**src/rtl/usart_ctrl_if.sv**
```systemverilog
// Host write port and serial status bundle for usart_ctrl.
`timescale 1ns/1ps
interface usart_ctrl_if;
    logic       write;
    logic [2:0] cmd_in;
    logic [7:0] data_in;
    logic       tx_pin;
    logic       tx_busy;
    logic       tx_overrun;

    modport master (
        output write, cmd_in, data_in,
        input  tx_pin, tx_busy, tx_overrun
    );

    modport slave (
        input  write, cmd_in, data_in,
        output tx_pin, tx_busy, tx_overrun
    );
endinterface

```
**src/rtl/usart_ctrl.sv**
```systemverilog
// Command-driven 8N1 UART transmitter with a one-byte holding buffer
// behind the shift register and a programmable 16-bit baud divisor.
`timescale 1ns/1ps
module usart_ctrl #(
    parameter int unsigned CLOCK_HZ    = 50000000,
    parameter int unsigned BAUD        = 115200,
    parameter int unsigned DEFAULT_DIV = CLOCK_HZ / BAUD
) (
    input logic        clk,
    input logic        reset,
    usart_ctrl_if.slave bus
);

    localparam logic [15:0] RST_DIV = 16'(DEFAULT_DIV);

    typedef enum logic [2:0] {
        CMD_NOP      = 3'd0,
        CMD_TX_RESET = 3'd1,
        CMD_TRANSMIT = 3'd2,
        CMD_DIV_LO   = 3'd3,
        CMD_DIV_HI   = 3'd4
    } cmd_e;

    typedef enum logic [1:0] {
        IDLE,
        START,
        DATA,
        STOP
    } state_e;

    state_e      state_q, state_d;
    logic        write_q, write_d;
    logic [15:0] cnt_q, cnt_d;
    logic [2:0]  idx_q, idx_d;
    logic [7:0]  shift_q, shift_d;
    logic [7:0]  hold_q, hold_d;
    logic        hold_full_q, hold_full_d;
    logic        tx_q, tx_d;
    logic        busy_q, busy_d;
    logic        ovr_q, ovr_d;
    logic [15:0] div_q, div_d;

    logic        fire;
    logic        is_tx;
    logic        bit_end;
    logic        stop_end;
    logic [15:0] eff_div;
    logic [15:0] reload;

    assign bus.tx_pin     = tx_q;
    assign bus.tx_busy    = busy_q;
    assign bus.tx_overrun = ovr_q;

    // Next-state logic: edge-detected command decode, bit timing and buffer handling.
    always_comb begin
        write_d     = bus.write;
        state_d     = state_q;
        cnt_d       = cnt_q;
        idx_d       = idx_q;
        shift_d     = shift_q;
        hold_d      = hold_q;
        hold_full_d = hold_full_q;
        tx_d        = tx_q;
        ovr_d       = ovr_q;
        div_d       = div_q;

        fire     = bus.write & ~write_q;
        is_tx    = fire && (cmd_e'(bus.cmd_in) == CMD_TRANSMIT);
        eff_div  = (div_q < 16'd2) ? 16'd2 : div_q;
        reload   = eff_div - 16'd1;
        bit_end  = (cnt_q == '0);
        stop_end = (state_q == STOP) && bit_end;

        case (state_q)
            IDLE: begin
                if (is_tx) begin
                    shift_d = bus.data_in;
                    state_d = START;
                    tx_d    = 1'b0;
                    cnt_d   = reload;
                end
            end
            START: begin
                if (bit_end) begin
                    state_d = DATA;
                    idx_d   = '0;
                    tx_d    = shift_q[0];
                    cnt_d   = reload;
                end else begin
                    cnt_d = cnt_q - 16'd1;
                end
            end
            DATA: begin
                if (bit_end) begin
                    if (idx_q == 3'd7) begin
                        state_d = STOP;
                        tx_d    = 1'b1;
                    end else begin
                        idx_d   = idx_q + 3'd1;
                        shift_d = shift_q >> 1;
                        tx_d    = shift_q[1];
                    end
                    cnt_d = reload;
                end else begin
                    cnt_d = cnt_q - 16'd1;
                end
            end
            STOP: begin
                if (bit_end) begin
                    if (hold_full_q) begin
                        shift_d     = hold_q;
                        hold_full_d = 1'b0;
                        state_d     = START;
                        tx_d        = 1'b0;
                        cnt_d       = reload;
                    end else if (is_tx) begin
                        shift_d = bus.data_in;
                        state_d = START;
                        tx_d    = 1'b0;
                        cnt_d   = reload;
                    end else begin
                        state_d = IDLE;
                    end
                end else begin
                    cnt_d = cnt_q - 16'd1;
                end
            end
            default: state_d = IDLE;
        endcase

        // A frame ending this cycle frees the buffer before the new byte is considered.
        if (is_tx && state_q != IDLE) begin
            if (stop_end && !hold_full_q) begin
                // byte already went straight to the shift register above
            end else if (!hold_full_q || stop_end) begin
                hold_d      = bus.data_in;
                hold_full_d = 1'b1;
            end else begin
                ovr_d = 1'b1;
            end
        end

        if (fire && cmd_e'(bus.cmd_in) == CMD_DIV_LO) div_d[7:0]  = bus.data_in;
        if (fire && cmd_e'(bus.cmd_in) == CMD_DIV_HI) div_d[15:8] = bus.data_in;

        if (fire && cmd_e'(bus.cmd_in) == CMD_TX_RESET) begin
            state_d     = IDLE;
            tx_d        = 1'b1;
            hold_full_d = 1'b0;
            ovr_d       = 1'b0;
            cnt_d       = '0;
            idx_d       = '0;
        end

        busy_d = (state_d != IDLE) || hold_full_d;
    end

    // State and registered outputs; reset aborts any frame immediately.
    always_ff @(posedge clk or posedge reset) begin
        if (reset) begin
            state_q     <= IDLE;
            write_q     <= 1'b0;
            cnt_q       <= '0;
            idx_q       <= '0;
            shift_q     <= '0;
            hold_q      <= '0;
            hold_full_q <= 1'b0;
            tx_q        <= 1'b1;
            busy_q      <= 1'b0;
            ovr_q       <= 1'b0;
            div_q       <= RST_DIV;
        end else begin
            state_q     <= state_d;
            write_q     <= write_d;
            cnt_q       <= cnt_d;
            idx_q       <= idx_d;
            shift_q     <= shift_d;
            hold_q      <= hold_d;
            hold_full_q <= hold_full_d;
            tx_q        <= tx_d;
            busy_q      <= busy_d;
            ovr_q       <= ovr_d;
            div_q       <= div_d;
        end
    end

endmodule

```
**src/flat_wrapper.sv**
```systemverilog
// flat-port wrapper written by rule: the top's interface ports become plain ports
module usart_ctrl_flat 
#(
    parameter int unsigned CLOCK_HZ    = 50000000,
    parameter int unsigned BAUD        = 115200,
    parameter int unsigned DEFAULT_DIV = CLOCK_HZ / BAUD
)
  (clk, reset, bus_write, bus_cmd_in, bus_data_in, bus_tx_pin, bus_tx_busy, bus_tx_overrun);
  usart_ctrl_if bus_i ();
  input logic clk;
  input logic reset;
  input wire logic [$bits(bus_i.write)-1:0] bus_write;
  input wire logic [$bits(bus_i.cmd_in)-1:0] bus_cmd_in;
  input wire logic [$bits(bus_i.data_in)-1:0] bus_data_in;
  output wire logic [$bits(bus_i.tx_pin)-1:0] bus_tx_pin;
  output wire logic [$bits(bus_i.tx_busy)-1:0] bus_tx_busy;
  output wire logic [$bits(bus_i.tx_overrun)-1:0] bus_tx_overrun;
  assign bus_i.write = bus_write;
  assign bus_i.cmd_in = bus_cmd_in;
  assign bus_i.data_in = bus_data_in;
  assign bus_tx_pin = bus_i.tx_pin;
  assign bus_tx_busy = bus_i.tx_busy;
  assign bus_tx_overrun = bus_i.tx_overrun;
  usart_ctrl #(.CLOCK_HZ(CLOCK_HZ), .BAUD(BAUD), .DEFAULT_DIV(DEFAULT_DIV)) u_core (.clk(clk), .reset(reset), .bus(bus_i));
endmodule
```
**config.mk**
```make
export PLATFORM = sky130hd
export DESIGN_NAME = usart_ctrl_flat
export DESIGN_NICKNAME = d
export VERILOG_FILES = /design/src/rtl/usart_ctrl_if.sv /design/src/rtl/usart_ctrl.sv /design/src/flat_wrapper.sv
export SDC_FILE = /design/constraint.sdc
export NUM_CORES = 1
export LEC_CHECK = 0
export CAP_MARGIN = 20
export CORE_ASPECT_RATIO = 1.1
export CORE_MARGIN = 4
export CORE_UTILIZATION = 45
export CTS_BUF_LIST = sky130_fd_sc_hd__clkbuf_4
export DETAILED_ROUTE_END_ITERATION = 8
export PLACE_DENSITY = 0.65
export REMOVE_ABC_BUFFERS = 1
export SETUP_SLACK_MARGIN = 0.2
export SKIP_CTS_REPAIR_TIMING = 1
export SYNTH_ARGS = -nofsm -noshare
export SYNTH_HDL_FRONTEND = slang
export SYNTH_SLANG_ARGS = --single-unit
export TNS_END_PERCENT = 50
```
**constraint.sdc**
```tcl
create_clock -name clk -period 4.85 [get_ports clk]
set_input_delay 1.455 -clock clk [delete_from_list [all_inputs] [get_ports clk]]
set_output_delay 1.455 -clock clk [all_outputs]
set_load 0.1 [all_outputs]
```
## Yosys cells after proc, flatten, opt, wreduce, memory -nomap -nowiden

Cells that the tools add are included.

- Bits in registers: 58
- Bits of input ports: 14
- Output and inout port bits: 3
- Logic and storage cells: 104

- $add $sub $neg: 3
- Order comparisons: 1
- Equal/unequal tests: 17
- Mux-type cells: 45
- Bitwise gates (word level): 3
- Reductions and logical operators: 23

Operators with widths:

| kind | count |
|---|---|
| 16-bit 2-to-1 mux | 6 |
| 16-bit one-hot mux with 3 select lines | 1 |
| 8-bit 2-to-1 mux | 5 |
| 16-bit by 1-bit subtractor with 16-bit output, second input constant | 2 |
| 8-bit one-hot mux with 3 select lines | 1 |
| 1-bit 2-to-1 mux | 18 |
| 16-bit zero test | 1 |
| 16-bit by 2-bit less-than comparator with 1-bit output, second input constant | 1 |
| 2-bit 2-to-1 mux | 7 |
| 3-bit 2-to-1 mux | 4 |
| 3-bit AND reduction | 3 |
| 2-bit one-hot mux with 4 select lines | 1 |
| 4-bit AND reduction | 2 |
| 1-bit logical AND | 7 |
| 3-bit by 2-bit equality test with 1-bit output, second input constant | 2 |
| 3-bit equality test, second input constant | 2 |
| 2-bit != test, second input constant | 3 |
| 3-bit by 1-bit != test with 1-bit output, second input constant | 2 |
| 3-bit one-hot mux with 2 select lines | 1 |
| 2-bit nonzero test | 3 |
| 3-bit nonzero test | 2 |
| 2-bit equality test, second input constant | 2 |
| 2-bit by 1-bit != test with 1-bit output, second input constant | 2 |
| 1-bit one-hot mux with 4 select lines | 1 |
| other kinds (11) | 13 |

## Depth between registers and ports, before layout

Gate-level depths: netlist of run 1.

- Word-level depth: 10
- Mapped depth: 12

## Worst setup path before layout of run 1

Ideal clock, no wire load.

- Path kind: reg2reg
- Start: register u_core.div_q[2]
- End: register u_core.cnt_q[14]
- Library setup time: 0.129 ns
- Arrival time: 2.822 ns
- Data required time: 4.721 ns
- Slack: 1.899 ns
- Stages on the path, launching flop included: 13
- Buffers on the path: 0
- Period minus slack after synthesis: 2.951 ns
- Cell sequence: dfrtp_1 -> or3_1 -> nor3_1 -> nand3_1 -> and2_1 -> inv_1 -> ha_1 -> nor4b_1 -> nand4_1 -> xor2_1 -> nor3_1 -> o21ai_0 -> o21ai_0

- Word-level cells in the longest chain between the ends: 8
- Elaborated cells on any way between the ends: 9

Ends and longest elaborated chain:

| element | line | RTL |
|---|---|---|
| start, declared | usart_ctrl.sv:41 | `logic [15:0] div_q, div_d;` |
| start signal, assigned | usart_ctrl.sv:183 | `div_q <= div_d;` |
| 16-bit by 2-bit less-than comparator with 1-bit output | usart_ctrl.sv:69 | `eff_div = (div_q < 16'd2) ? 16'd2 : div_q;` |
| 16-bit 2-to-1 mux * | usart_ctrl.sv:69 |  |
| 16-bit by 1-bit subtractor with 16-bit output * | usart_ctrl.sv:70 | `reload = eff_div - 16'd1;` |
| 16-bit 2-to-1 mux | usart_ctrl.sv:76, usart_ctrl.sv:116 |  |
| 16-bit 2-to-1 mux | usart_ctrl.sv:110 | `if (hold_full_q) begin` |
| 16-bit 2-to-1 mux | usart_ctrl.sv:109 | `if (bit_end) begin` |
| 16-bit one-hot mux with 3 select lines * | usart_ctrl.sv:74 | `case (state_q)` |
| 16-bit 2-to-1 mux * | usart_ctrl.sv:146 | `if (fire && cmd_e'(bus.cmd_in) == CMD_TX_RESET) begin` |
| named net u_core.cnt_d[14] | usart_ctrl.sv:33 | `logic [15:0] cnt_q, cnt_d;` |
| end signal, assigned | usart_ctrl.sv:175 | `cnt_q <= cnt_d;` |
| end, declared | usart_ctrl.sv:33 |  |

Mark *: on every way through the listed nets, which the timed path passes. The rest lies on a longest branch.
A chain may end at the register's enable or synchronous reset.

## Worst setup path after layout of run 1

- Start: register u_core.div_q[2]
- End: register u_core.cnt_q[10]

The elaborated chain is that of the path after synthesis.

==> metrics.csv, run 1 <==
stage,metric,value,unit
run_status,outcome,completed,
cells_and_area,"most common cell after layout, fill and taps aside",dfrtp_1,
worst_setup_path,R2R depth,11,
worst_setup_path,RR Startpoint,u_core.div_q[2],
worst_hold_path,WHS Path Cells,1,
global_route,first-pass GRT wire length,15750,um
global_route,Overflow after GRT,0,
worst_setup_path,RR Endpoint,u_core.cnt_q[10],
yosys,register area share after synthesis,0.3857,
worst_setup_path,crit end category,flop,
clock_network,clk_lat worst skew,0.42,ns
cells_and_area,most frequent cells in the layout,"dfrtp_1 (52), nor2_1 (38), nand2_1 (32), mux2_2 (26), nor3_1 (19)",
cells_and_area,"non-filler cells, final",518,
clock_network,CTS tree,done,
yosys,Cell variety after synth,67,
drt,routed len/inst,18.53,um
clock_network,total CTS buffers,9,
die,Ports,17,
worst_setup_path,crit path cell chain,or3_1 > nor3_1 > nand3_1 > and2_1 > inv_1 > ha_1 > nor4b_1 > nand3_1 > xnor2_1 > nor2_1 > o32ai_1,
timing,slew margin rel.,0.3548,
timing,fmax,262.6,MHz
drt,routed via count,3235,
worst_setup_path,Worst path max stage delay,0.75,ns
global_route,via count of the first global-routing pass,3001,
yosys,Area contributors post-synth,"dfrtp_1 (34%), mux2_2 (7.7%), dfstp_2 (4.2%), nor2_1 (3.8%), ha_1 (3.6%)",
power,P_int,1.213,mW
timing,Worst-Margin Slew,0.9647,ns
die,Die X,95.42,um
worst_setup_path,critical path type,flop to flop,
drt,Final ANT Viol Nets,0,
worst_setup_path,slowest CP cell,nor4b_1,
power,clock network power share,0.202,
timing,hold_ws,0.5095,ns
global_route,largest net degree at the start of global routing,45,
global_route,antenna violations before repair,0,
yosys,Yosys reg bits,58,
worst_hold_path,worst hold path class,flop to flop,
power,Max VDD drop,265.2,uV
placement,placed wire-length estimate,6711,um
timing,post-layout min period,3.808,ns
yosys,share of Yosys cell area claimed by the top area cell type,0.3440,
worst_setup_path,Crit path top cell by count,nand3_1,
run,Max Cap Violations,0,
cells_and_area,share of cells above drive strength 1,0.1756,
drt,vias per cell,6.245,
worst_hold_path,Worst Hold Path EP,u_core.shift_q[5],
timing,final setup vio count,0,
yosys,Netlist Area Pre-Place,3782,sq um
drt,DRC,0,
yosys,Synth Instances,399,
placement,GP Congestion,0.8980,
timing,fin crit share,0.7852,
drt,DRT iter0 DRCs,311,
worst_hold_path,Hold Startpoint,u_core.shift_q[5],
power,Pwr per Cell Area,508.5,nW/um^2
worst_setup_path,Reg2Reg Setup Slack,1.04,ns
power,Pleak,1.688,nW
clock_network,CTS Buffer Depth,2,
yosys,Post-synth EDFFs,0,
yosys,Mean Syn Cell Area,9.480,sq um
timing,Clock Skew,0.03161,ns
clock_network,H-Tree Depth,3,
cells_and_area,# diodes,0,
cells_and_area,Final Util,0.5174,
global_route,Global Route Usage Sum,0.2009,
worst_setup_path,"Req. time, crit path",5.15,ns
worst_setup_path,crit path DAT,4.11,ns
timing,RSZ-0062 raised after global routing,no,
die,Initial Utilization,0.4704,
yosys,ys async rst share,1.000,
clock_network,clk sink count,58,
timing,Final Hold Vio Count,0,
clock_network,root buf cell,clkbuf_4,
die,FP Rows,34,
power,Comb power frac,0.396,
placement,Cells after DPL,502,
worst_setup_path,worst-path maximum fanout,7,
timing,setup TNS,0,ns
cells_and_area,Finished Cell Area,4160,sq um
timing,Slew Limit Fails,0,
die,Die Height,104.2,um
die,core area,8040,sq um
yosys,Yosys warnings,0,
power,Net Sw Frac,0.4267,
drt,Routed WL,9596,um
cells_and_area,Final nets,430,
yosys,"Top FF cell, synth",dfrtp_1,
clock_network,"CTS clk-pin slew, worst paths",0.12,ns
cells_and_area,Area Overhead vs Synth,9.990,%
power,Flop pwr share,0.402,
placement,placed inst area,3990,sq um
placement,PortBufs,16,
cells_and_area,fillers,748,
power,Switch Pwr,902.8,uW
yosys,leading area contributor after synthesis,dfrtp_1,
worst_setup_path,Critical Path Source Type,flop,
drt,drt first pass iters,5,
die,die footprint,9938,sq um
==> cell type report <==
| class | count | area [sq um] | area share |
|---|---|---|---|
| flip-flops and latches | 58 | 1459 | 0.3507 |
| multi-input cells | 307 | 2176 | 0.5230 |
| clock inverters | 7 | 102.6 | 0.02466 |
| inverters | 10 | 37.54 | 0.009023 |
| repair buffers | 19 | 182.7 | 0.04391 |
| clock buffers | 9 | 67.56 | 0.01624 |
| well taps | 108 | 135.1 | 0.03248 |
==> critical path, delay by kind of cell, from the launching register on <==
family	cells	cell delay (ns)
DFF	1	0.47
and+or+nand+nor	7	2.29
adders and majority gates	1	0.18
buffers and inverters	1	0.08
AOI/OAI and AO/OA	1	0.33
xor gates and xnor gates	1	0.35
==> sequential cells by signal, indices dropped and copies added (netlist names), 2 cells and up <==
signal / flops
u_core.idx_q: 3
u_core.hold_q: 8
u_core.shift_q: 8
u_core.state_q: 2
u_core.div_q: 16
u_core.cnt_q: 16
==> cells by family after synthesis <==
family	count (synthesis)	share of synthesized area
buffers and inverters	34	0.03903
adder cells (fa/ha/maj)	11	0.03639
XOR/XNOR	19	0.04400
multiplexers	28	0.08270
AND/OR/NAND/NOR	148	0.2220
flip-flops	58	0.3857
AO/OA/AOI/OAI	101	0.1902
==> per-layer routing <==
layer	part of all wire	routed length, um	GRT usage	up-vias
met5	0	0	0	-
met4	0.011	101	0.05488	0
met3	0.054	516	0.03039	13
met2	0.47	4555	0.3012	113
met1	0.46	4423	0.2997	1604
li1	-	-	-	1505
==> power groups by stage <==
| stage | clock [mW] | combinational, mW | sequential [mW] |
|---|---|---|---|
| floorplan | 0 | 0.599 | 0.849 |
| global placement | 0 | 0.813 | 0.849 |
| detailed placement | 0 | 0.826 | 0.852 |
| CTS | 0.433 | 0.832 | 0.844 |
| global route | 0.458 | 0.923 | 0.873 |
| finish | 0.428 | 0.838 | 0.850 |
==> per-stage QoR <==
stage	power, mW	setup slack, ns
after floorplan	1.448	1.823
after global placement	1.662	1.111
after detailed placement	1.679	1.025
after CTS	2.110	1.081
after global routing	2.254	0.5724
final	2.116	1.042
==> how the worst max path moves through the flow <==
| stage | slack (ns) | end | cells after the start | startpoint |
|---|---|---|---|---|
| floorplan | 1.82 | u_core.cnt_q[11] | 6 | bus_cmd_in[2] |
| global placement | 1.11 | u_core.cnt_q[10] | 11 | u_core.div_q[2] |
| detailed placement | 1.02 | u_core.cnt_q[11] | 7 | bus_write |
| CTS | 1.08 | u_core.cnt_q[10] | 11 | u_core.div_q[2] |
| global route | 0.57 | u_core.cnt_q[10] | 11 | u_core.div_q[2] |
| finish | 1.04 | u_core.cnt_q[10] | 11 | u_core.div_q[2] |
==> synthesized netlist by cell type (3+ instances only) <==
| library cell | instances |
|---|---|
| nor4_4 | 3 |
| nand4_1 | 4 |
| nor3_1 | 19 |
| o31ai_1 | 4 |
| a222oi_1 | 7 |
| o2bb2ai_1 | 8 |
| a21oi_1 | 18 |
| and2_1 | 3 |
| dfrtp_1 | 52 |
| or3_1 | 6 |
| o211ai_1 | 6 |
| nand3_1 | 11 |
| dfstp_2 | 6 |
| buf_2 | 4 |
| o21ai_0 | 18 |
| inv_1 | 10 |
| a211oi_1 | 7 |
| ha_1 | 11 |
| mux2_2 | 26 |
| nor2_1 | 38 |
| or2_2 | 3 |
| a211o_1 | 3 |
| xnor2_1 | 6 |
| o22ai_1 | 4 |
| nor3b_1 | 3 |
| xor2_1 | 13 |
| clkbuf_1 | 17 |
| a31oi_1 | 4 |
| nand2_1 | 32 |
(Power assumes the default switching activity.)
==> run 2: changes to the inputs <==
--- a/config.mk
+++ b/config.mk
@@ -11,7 +11,7 @@
 export CORE_UTILIZATION = 45
 export CTS_BUF_LIST = sky130_fd_sc_hd__clkbuf_4
 export DETAILED_ROUTE_END_ITERATION = 8
-export PLACE_DENSITY = 0.65
+export PLACE_DENSITY = 0.68
 export REMOVE_ABC_BUFFERS = 1
 export SETUP_SLACK_MARGIN = 0.2
 export SKIP_CTS_REPAIR_TIMING = 1
==> constraint.sdc (replaced) <==
create_clock -name clk -period 3.5 [get_ports clk]
set_input_delay 1.05 -clock clk [delete_from_list [all_inputs] [get_ports clk]]
set_output_delay 1.05 -clock clk [all_outputs]
set_load 0.1 [all_outputs]
==> run 2 against run 1 <==
Worst setup slack worse by 0.61 ns. Global-route usage rose by 0.28 points. Critical path depth grew 1. Design area increased by 2.9%. First-iteration DRC count grew 6.4%. Worst hold slack better by 0.0023 ns. Final cell count up 2.5%. Combinational power grew 41%. Die area stayed put. Non-clock buffer count is 13 higher.
==> metrics.csv, run 2 (synthesis gave the netlist of run 1 again) <==
stage,metric,value,unit
worst_setup_path,crit path cell chain,or3_1 > nor3_4 > nand3_1 > and2_2 > inv_1 > ha_1 > nor3b_2 > xor2_1 > mux2_2 > o21ai_0 > a221o_1 > a21oi_1,
cells_and_area,Area Overhead vs Synth,13.23,%
power,Pleak,1.769,nW
timing,post-layout min period,3.065,ns
timing,setup TNS,0,ns
die,FP Rows,34,
timing,final setup vio count,0,
worst_setup_path,critical path type,flop to flop,
timing,Slew Limit Fails,0,
die,core area,8040,sq um
drt,routed len/inst,17.88,um
global_route,largest net degree at the start of global routing,31,
cells_and_area,fillers,702,
timing,fmax,326.3,MHz
clock_network,root buf cell,clkbuf_4,
die,Ports,17,
placement,placed wire-length estimate,6975,um
global_route,first-pass GRT wire length,15990,um
clock_network,"CTS clk-pin slew, worst paths",0.12,ns
run_status,outcome,completed,
run,Max Cap Violations,0,
worst_setup_path,crit path DAT,3.40,ns
global_route,antenna violations before repair,0,
global_route,Global Route Usage Sum,0.2037,
worst_setup_path,crit end category,flop,
placement,PortBufs,16,
cells_and_area,Final nets,443,
drt,vias per cell,6.132,
worst_hold_path,worst hold path class,flop to flop,
global_route,Overflow after GRT,0,
drt,DRT iter0 DRCs,331,
power,Max VDD drop,282.9,uV
worst_setup_path,"Req. time, crit path",3.84,ns
worst_setup_path,"delay-heaviest family, CP",simple AND/OR/NAND/NOR gates,
cells_and_area,"most common cell after layout, fill and taps aside",dfrtp_1,
drt,DRC,0,
worst_setup_path,Critical Path Source Type,flop,
drt,drt first pass iters,5,
cells_and_area,share of cells above drive strength 1,0.2222,
clock_network,H-Tree Depth,3,
drt,Final ANT Viol Nets,0,
die,Die X,95.42,um
drt,Routed WL,9494,um
placement,placed inst area,4073,sq um
die,die footprint,9938,sq um
cells_and_area,Finished Cell Area,4283,sq um
cells_and_area,biggest regs,"u_core.cnt_q (16), u_core.div_q (16)",
global_route,via count of the first global-routing pass,3101,
clock_network,CTS Buffer Depth,2,
clock_network,clk_lat worst skew,0.42,ns
timing,RSZ-0062 raised after global routing,no,
timing,Worst-Margin Slew,0.6545,ns
drt,routed via count,3256,
cells_and_area,# diodes,0,
timing,Clock Skew,0.01389,ns
worst_setup_path,worst-path maximum fanout,5,
timing,slew margin rel.,0.5630,
clock_network,CTS tree,done,
worst_setup_path,slowest CP cell,dfrtp_1,
placement,GP Congestion,0.9025,
clock_network,clk sink count,58,
timing,Final Hold Vio Count,0,
die,Initial Utilization,0.4704,
clock_network,total CTS buffers,9,
worst_setup_path,CP bufs+invs,1,
worst_setup_path,Worst path max stage delay,0.45,ns
cells_and_area,most frequent cells in the layout,"dfrtp_1 (51), nor2_1 (38), nand2_1 (32), mux2_2 (26), buf_4 (19)",
power,Pwr per Cell Area,686.5,nW/um^2
die,Die Height,104.2,um
timing,fin crit share,0.8757,
==> run 2: power breakdown <==
group	switching, mW	internal [mW]
combinational	0.666	0.516
sequential	0.278	0.893
clock	0.291	0.295
total	1.24	1.70
==> run 2: path summary, 6_finish.rpt <==
check                      slack [ns]              start  cells after the start                end
max in group asynchronous        1.71              reset                      3    u_core.div_q[4]
setup reg to reg                 0.44   u_core.div_q[12]                     12    u_core.cnt_q[4]
setup / recovery                 0.44   u_core.div_q[12]                     12    u_core.cnt_q[4]
hold reg to reg                  0.51  u_core.shift_q[4]                      1  u_core.shift_q[4]
min in group asynchronous        1.04              reset                      2  u_core.shift_q[7]
hold / removal                   0.51  u_core.shift_q[4]                      1  u_core.shift_q[4]
==> run 2: final cells by class <==
class	instances	area, sq um	share of cell area
inverter	10	37.54	0.008764
timing repair buffer	32	272.8	0.06369
multi-input combinational	307	2207	0.5153
tap	108	135.1	0.03155
sequential	58	1460	0.3409
clock inverter	7	102.6	0.02396
clock buffer	9	67.56	0.01578
==> run 2: worst register-to-register path: cells and delay by family (launching register included) <==
kind	cells	cell delay, ns
and+or+nand+nor	5	1.32
AOI/OAI and AO/OA	3	0.56
DFF	1	0.45
xor gates and xnor gates	1	0.24
muxes	1	0.20
adders and majority gates	1	0.17
buffers and inverters	1	0.06
==> run 2: routing by layer <==
| layer | global-route usage | vias to the layer above | part of all wire |
|---|---|---|---|
| met5 | 0 | - | 0 |
| met4 | 0.08028 | 0 | 0.026 |
| met3 | 0.03763 | 27 | 0.054 |
| met2 | 0.3012 | 116 | 0.45 |
| met1 | 0.2919 | 1571 | 0.47 |
| li1 | - | 1542 | - |
==> run 2: stage by stage <==
stage | hold WS [ns] | setup slack [ns] | util | std cells | power [mW]
floorplan | 0.4551 | 0.5459 | - | 375 | 2.007
global route | 0.5298 | 0.1886 | 0.5327 | 531 | 3.146
finish | 0.5118 | 0.4351 | 0.5327 | 531 | 2.940
global placement | 0.4745 | 0.2386 | 0.5065 | 514 | 2.313
detailed placement | 0.4784 | 0.2290 | 0.5065 | 514 | 2.332
CTS | 0.5100 | 0.1847 | 0.5277 | 530 | 2.924
